## config.mk

```make
export PLATFORM = sky130hd
export DESIGN_NAME = mat_stream_loader
export DESIGN_NICKNAME = d
export VERILOG_FILES = /design/src/rtl/mat_stream_loader.sv
export SDC_FILE = /design/constraint.sdc
export NUM_CORES = 1
export LEC_CHECK = 0
export CELL_PAD_IN_SITES_DETAIL_PLACEMENT = 1
export CELL_PAD_IN_SITES_GLOBAL_PLACEMENT = 2
export CORE_ASPECT_RATIO = 0.5
export CORE_MARGIN = 4
export CORE_UTILIZATION = 29
export DETAILED_ROUTE_END_ITERATION = 8
export PLACE_DENSITY = 0.8
export RECOVER_POWER = 25
export SYNTH_ARGS = -nofsm -noshare
export SYNTH_HDL_FRONTEND = slang
export SYNTH_SLANG_ARGS = --single-unit
```

## constraint.sdc

```tcl
create_clock -name clk -period 4 [get_ports clk]
set_input_delay 0.6 -clock clk [delete_from_list [all_inputs] [get_ports clk]]
set_output_delay 0.6 -clock clk [all_outputs]
set_load 0.1 [all_outputs]
```

## src/rtl/mat_stream_loader.sv

```systemverilog
// rtl/mat_stream_loader.sv - byte-stream operand loader and result drainer for the 4x4 matrix multiplier
module mat_stream_loader #(
    parameter int CALC_CYCLES = 1
) (
    input  logic         clk,
    input  logic         rst_n,
    input  logic [7:0]   in_data,
    input  logic         in_valid,
    output logic         in_ready,
    input  logic         keep_a,
    output logic [127:0] a_mat,
    output logic [127:0] b_mat,
    input  logic [127:0] res_mat,
    output logic [7:0]   out_data,
    output logic         out_valid,
    input  logic         out_ready,
    output logic         out_last,
    output logic         busy
);

    typedef enum logic [1:0] {
        LOAD_A,
        LOAD_B,
        CALC,
        DRAIN
    } state_t;

    localparam logic [3:0] CALC_LAST = 4'(CALC_CYCLES - 1);

    state_t         state_q;
    logic [3:0]     idx_q;
    logic [3:0]     cnt_q;
    logic [127:0]   a_q;
    logic [127:0]   b_q;
    logic [127:0]   res_q;
    logic [7:0]     out_data_q;
    logic           out_valid_q;
    logic           out_last_q;
    logic           busy_q;

    logic           in_fire;
    logic [3:0]     idx_d;
    logic [6:0]     byte_shift_d;
    logic [127:0]   byte_mask_d;
    logic [127:0]   byte_ins_d;

    // Byte k of a row-major matrix sits at bits [127-8k -: 8].
    function automatic logic [7:0] byte_at(input logic [127:0] m, input logic [3:0] k);
        logic [127:0] s;
        s = m << {k, 3'b000};
        return s[127:120];
    endfunction

    // Acceptance depends on the state alone so in_ready never loops back from in_valid.
    assign in_ready  = (state_q == LOAD_A) || (state_q == LOAD_B);
    assign in_fire   = in_valid && in_ready;

    assign a_mat     = a_q;
    assign b_mat     = b_q;
    assign out_data  = out_data_q;
    assign out_valid = out_valid_q;
    assign out_last  = out_last_q;
    assign busy      = busy_q;

    // Byte-lane insert for the matrix being loaded; ~idx is 15-idx, the lane counted from the LSB.
    always_comb begin
        idx_d        = idx_q + 4'd1;
        byte_shift_d = {~idx_q, 3'b000};
        byte_mask_d  = ~(128'hFF << byte_shift_d);
        byte_ins_d   = 128'(in_data) << byte_shift_d;
    end

    // Sequencer: load A, load B, hold operands for the settle window, then drain the product.
    always_ff @(posedge clk) begin
        if (!rst_n) begin
            state_q     <= LOAD_A;
            idx_q       <= '0;
            cnt_q       <= '0;
            a_q         <= '0;
            b_q         <= '0;
            res_q       <= '0;
            out_data_q  <= '0;
            out_valid_q <= 1'b0;
            out_last_q  <= 1'b0;
            busy_q      <= 1'b0;
        end else begin
            case (state_q)
                LOAD_A: begin
                    if (in_fire) begin
                        a_q   <= (a_q & byte_mask_d) | byte_ins_d;
                        idx_q <= idx_d;
                        if (idx_q == 4'd15) begin
                            state_q <= LOAD_B;
                        end
                    end
                end
                LOAD_B: begin
                    if (in_fire) begin
                        b_q   <= (b_q & byte_mask_d) | byte_ins_d;
                        idx_q <= idx_d;
                        if (idx_q == 4'd15) begin
                            state_q <= CALC;
                            cnt_q   <= '0;
                            busy_q  <= 1'b1;
                        end
                    end
                end
                CALC: begin
                    if (cnt_q == CALC_LAST) begin
                        cnt_q       <= '0;
                        res_q       <= res_mat;
                        out_data_q  <= res_mat[127:120];
                        out_valid_q <= 1'b1;
                        out_last_q  <= 1'b0;
                        state_q     <= DRAIN;
                    end else begin
                        cnt_q <= cnt_q + 4'd1;
                    end
                end
                DRAIN: begin
                    if (out_ready) begin
                        idx_q <= idx_d;
                        if (idx_q == 4'd15) begin
                            out_valid_q <= 1'b0;
                            out_last_q  <= 1'b0;
                            out_data_q  <= '0;
                            busy_q      <= 1'b0;
                            state_q     <= keep_a ? LOAD_B : LOAD_A;
                        end else begin
                            out_data_q <= byte_at(res_q, idx_d);
                            out_last_q <= (idx_q == 4'd14);
                        end
                    end
                end
                default: begin
                    state_q <= LOAD_A;
                end
            endcase
        end
    end

endmodule

```

=== Word-level counts from Yosys, hierarchy flattened ===
Cells that the tools add are included.

* Add/subtract/negate cells: 2
* Eq/ne operators: 13
* Shifts and indexed selects: 3
* Mux-type cells: 31
* Bitwise gates (word level): 6
* Reduce and logical (&&, ||, !) cells: 18

{| class="wikitable"
|+ Operators by type and width
! operator !! count
|-
| $and 128x128->128 || 2
|-
| $or 128x128->128 || 2
|-
| $not 128->128 || 1
|-
| $shl 128x7->128 || 1
|-
| $shl 8x7->128 || 1
|-
| $shl 8x7->128 const A || 1
|-
| $mux 8 || 3
|-
| $mux 4 || 5
|-
| $pmux 4 s2 || 2
|-
| $pmux 8 s2 || 1
|-
| $mux 2 || 7
|-
| $ne 2x2->1 const B || 5
|-
| $mux 1 || 9
|-
| $reduce_and 3->1 || 3
|-
| $add 4x1->4 const B || 2
|-
| $eq 4x4->1 const B || 2
|-
| $pmux 2 s4 || 1
|-
| $reduce_bool 2->1 || 4
|-
| $reduce_and 7->1 || 1
|-
| $ne 2x1->1 const B || 3
|-
| $pmux 1 s2 || 3
|-
| $reduce_and 2->1 || 3
|-
| $reduce_and 5->1 || 1
|-
| $eq 2x2->1 const B || 2
|-
| 8 further kinds || 8
|}

* Register bits: 405
* Bits of input ports: 141
* Output and inout port bits: 268

=== Depth between registers and ports, before layout ===
* Depth after elaboration: 5
* Gate-level depth with buffers: 10
* Mapped depth without buffers: 6

=== Worst setup path before layout ===
OpenSTA, ideal clock, no wires.

* Path kind: flip-flop to flip-flop
* Start: register idx_q[0]
* End: register out_data_q[5], in the netlist out_data[5]
* Arrival: 2722 ps
* Data required time: 3864 ps
* Path slack: 1142 ps
* Cell stages (with the launch flop): 11
* Path buffers: 4
* Cell sequence: dfxtp_1 clkbuf_1 clkbuf_1 inv_1 ha_1 clkbuf_1 clkbuf_1 mux4_2 mux2_2 a32oi_1 a31oi_1

* Longest elaborated chain between the ends: 5
* Elaborated cells on any way between the ends: 6

{| class="wikitable"
|+ Ends and longest elaborated chain
! element !! RTL line !! text
|-
| start, declared || 31 || <nowiki>logic [3:0] idx_q;</nowiki>
|-
| start signal, assigned || 91 || <nowiki>idx_q <= idx_d;</nowiki>
|-
| start signal, assigned || 100 || <nowiki>idx_q <= idx_d;</nowiki>
|-
| start signal, assigned || 122 || <nowiki>idx_q <= idx_d;</nowiki>
|-
| $add 4x1->4 || 67 || <nowiki>idx_d = idx_q + 4'd1;</nowiki>
|-
| via idx_d[1] || 42 || <nowiki>logic [3:0] idx_d;</nowiki>
|-
| $shl 128x7->128 || 50 || <nowiki>s = m << {k, 3'b000};</nowiki>
|-
| $mux 8 || 123 || <nowiki>if (idx_q == 4'd15) begin</nowiki>
|-
| $mux 8 || 121 || <nowiki>if (out_ready) begin</nowiki>
|-
| $pmux 8 s2 || 87 || <nowiki>case (state_q)</nowiki>
|-
| end signal, assigned || 112 || <nowiki>out_data_q <= res_mat[127:120];</nowiki>
|-
| end signal, assigned || 130 || <nowiki>out_data_q <= byte_at(res_q, idx_d);</nowiki>
|-
| end, declared || 36 || <nowiki>logic [7:0] out_data_q;</nowiki>
|}

The timed path passes the listed nets, and every way through them passes these cells. The select of a mux whose other input is x is not followed.
A chain may end at the register's enable or synchronous reset.

=== Worst setup path after layout ===
* Start: register idx_q[0]
* End: register out_data_q[6], in the netlist out_data[6]

* Longest elaborated chain between the ends: 5
* Elaborated cells on any way between the ends: 6

{| class="wikitable"
|+ Ends and longest elaborated chain
! element !! RTL line
|-
| $add 4x1->4 || 67
|-
| $shl 128x7->128 || 50
|-
| $mux 8 * || 123
|-
| $mux 8 * || 121
|-
| $pmux 8 s2 * || 87
|}

Every way passes the cells marked *; elsewhere a longest branch is shown, timed or not. The select of a mux whose other input is x is not followed.

==> results.json <==
{
  "die_h_um": 171,
  "synth_area_leaders": "dfxtp_1, a22oi_1, nand2_1",
  "power-per-cell-area_nw_per_um2": 403,
  "syn2layout_area_growth_pct": 39.1,
  "final_cell_mix": "clkdlybuf4s50_1, dfxtp_1, nand2_1, nor2_1, a22oi_1",
  "drt_first_pass_iters": 5,
  "fillers": 5910,
  "worstPathArrival_ns": 3.54,
  "routed_wl_mm": 61.0,
  "track_usage": 0.203,
  "combPwrFrac": 0.071,
  "clkTransAtPathRegs_ns": 0.07,
  "p_int_w": 0.00653,
  "multi_input_area_sq_um": 6660,
  "startpoint_type": "flip-flop",
  "path_class": "reg -> reg",
  "place_hpwl_mm": 43.1,
  "utilization": 0.410,
  "root_buffer": "clkbuf_16",
  "slew_headroom": -0.125,
  "antenna_found_initial": 0,
  "final_common_cell": "clkdlybuf4s50_1",
  "die_area_sq_um": 57000,
  "clock_tree.buffer_depth": 3,
  "synth-seq-cells": 405,
  "cts_setup_buffers": 0,
  "cts_tree": "yes",
  "numPortBuffers": 408,
  "grt-ovfl-total": 0,
  "viasPerCell": 5.05,
  "ys_seq_area_frac": 0.527,
  "holdBufCountCts": 0,
  "antenna_cells_inserted": 0,
  "final_cells": 2764,
  "cp_max_fo": 27,
  "postRouteAntennaNets": 0,
  "timing.hold.ws_ns": 0.451,
  "hold_viol_final": 0,
  "power_leakage_nw": 7.19,
  "min_period_ns": 3.08,
  "rsz0062_at_grt": "no",
  "drc": 0,
  "cts_buffers": 41,
  "synthArstFlopShare": 0,
  "place_area_sq_um": 20100,
  "maxCapViolCount": 1,
  "min_path_type": "reg -> reg",
  "skew_ns": 0.0274,
  "place.gp.congestion": 0.786,
  "yosys_warnings": 0,
  "rows": 59,
  "die-width_um": 334,
  "outcome": "finished, violations left",
  "tightest_slew_ns": 1.69,
  "max-vdd-ir-drop_uv": 260,
  "power_switching_w": 0.00209,
  "synth_edf_count": 0,
  "yosysTopAreaCellShare": 0.527,
  "syn_inst": 1713,
  "cts.repair.resized": 0,
  "synthFlopType": "dfxtp_1",
  "final_nets": 2185,
  "grt_start_max_net_pins": 133,
  "io_pins": 409,
  "final_area_sq_um": 21400,
  "cp-end-kind": "flip-flop",
  "drive_above_1_share": 0.0742,
  "violations": "max-capacitance violations, max-slew violations",
  "cts_sinks": 405,
  "core_area_sq_um": 52200,
  "seqCellArea_sq_um": 8110,
  "setup-tns-final_ns": 0,
  "start_util": 0.295,
  "setup_violations": 0,
  "required_ns": 4.46,
  "p_clk_frac": 0.457,
  "htree_levels": 2,
  "clock_latency_ns": 0.55,
  "syn_area_per_cell_sq_um": 8.98,
  "drt_iter0_drc": 973,
  "vias": 13900,
  "seq_power_share": 0.472,
  "period_share": 0.771,
  "grt_pass1_vias": 14300,
  "switching_share": 0.242,
  "fmax_mhz": 324,
  "syn_nets": 1865,
  "yosys.cell_types.count": 45,
  "yosysTopAreaCell": "dfxtp_1",
  "syn_area_sq_um": 15400,
  "dp_cells": 2691,
  "r2r_slack_ns": 0.92,
  "slew_violations": 40,
  "wl_per_cell_um": 22.1,
  "grt_pass1_wl_mm": 90.0
}
critical path, stage by stage (launching register included):
cell      delay [ns]
dfxtp_4         0.63
clkbuf_2        0.81
and3_1          0.32
mux2i_1         0.79
a32oi_1         0.22
a31oi_1         0.20
metal layers:
metal | wire, um | vias up | global-route usage | part of all wire
met2 | 30800 | 282 | 0.366 | 0.51
met5 | 0 | - | 0 | 0
li1 | - | 6584 | - | -
met3 | 2000 | 112 | 0.0283 | 0.033
met1 | 25600 | 6970 | 0.248 | 0.42
met4 | 2550 | 0 | 0.0781 | 0.042
cell usage after synthesis (2+ instances only):
cell type	count
nor3b_1	3
ha_1	11
mux2i_1	3
and2_1	25
nand2_1	297
nor4bb_1	2
and4b_1	4
nand3_1	7
nand2b_1	2
a22oi_1	256
mux2_2	17
mux4_2	32
a31oi_1	9
dfxtp_1	405
o31a_2	2
inv_1	11
nor3_1	2
clkbuf_1	145
xnor2_1	4
and3_1	13
a32oi_1	8
nor2_1	269
o21a_1	2
and4_1	2
o21ai_0	14
nor2b_1	5
buf_2	9
a21oi_1	133
buf_1	5
state kept, by name, indices dropped and copies added (netlist names):
| signal | cells |
|---|---|
| out_valid | 1 |
| b_mat | 128 |
| busy | 1 |
| state_q | 2 |
| a_mat | 128 |
| cnt_q | 4 |
| idx_q | 4 |
| out_data | 8 |
| res_q | 128 |
| out_last | 1 |
layout make-up:
cell class,instances,area share
Clock buffer,65,0.0598
Tap cell,701,0.0410
Timing Repair Buffer,437,0.203
Multi-Input combinational cell,1136,0.311
Sequential cell,405,0.379
Inverter,12,0.00246
Clock inverter,8,0.00351
power by group through the flow:
| stage | logic, W | clock network (W) | registers, W |
|---|---|---|---|
| after floorplan | 0.000234 | 0 | 0.00424 |
| after global routing | 0.000641 | 0.00422 | 0.00407 |
| after CTS | 0.000618 | 0.00403 | 0.00407 |
| final | 0.000609 | 0.00394 | 0.00407 |
| after global placement | 0.000616 | 0 | 0.00416 |
| after detailed placement | 0.000616 | 0 | 0.00416 |
metrics by stage:
step,setup slack [ns],power [W]
after floorplan,1.14,0.00447
after global placement,0.970,0.00478
after detailed placement,0.959,0.00478
after CTS,1.02,0.00872
after global routing,0.616,0.00893
final,0.917,0.00862
kinds of logic (layout without fill, tap and decap cells):
kind of cell	count (synthesis)	in the layout	synth area share
and+or+nand+nor	638	638	0.170
AOI/OAI and AO/OA	430	430	0.187
muxes	52	52	0.0613
DFF	405	405	0.527
buffers and inverters	172	522	0.0430
xor gates and xnor gates	5	5	0.00285
adders and majority gates	11	11	0.00895
worst paths after layout:
kind / from / to / cells after the start
setup / recovery: idx_q[0] / out_data[6] / 5
hold / removal: res_q[77] / res_q[77] / 2
setup reg to reg: idx_q[0] / out_data[6] / 5
hold reg to reg: res_q[77] / res_q[77] / 2
Power figures use the tool's default switching activity.
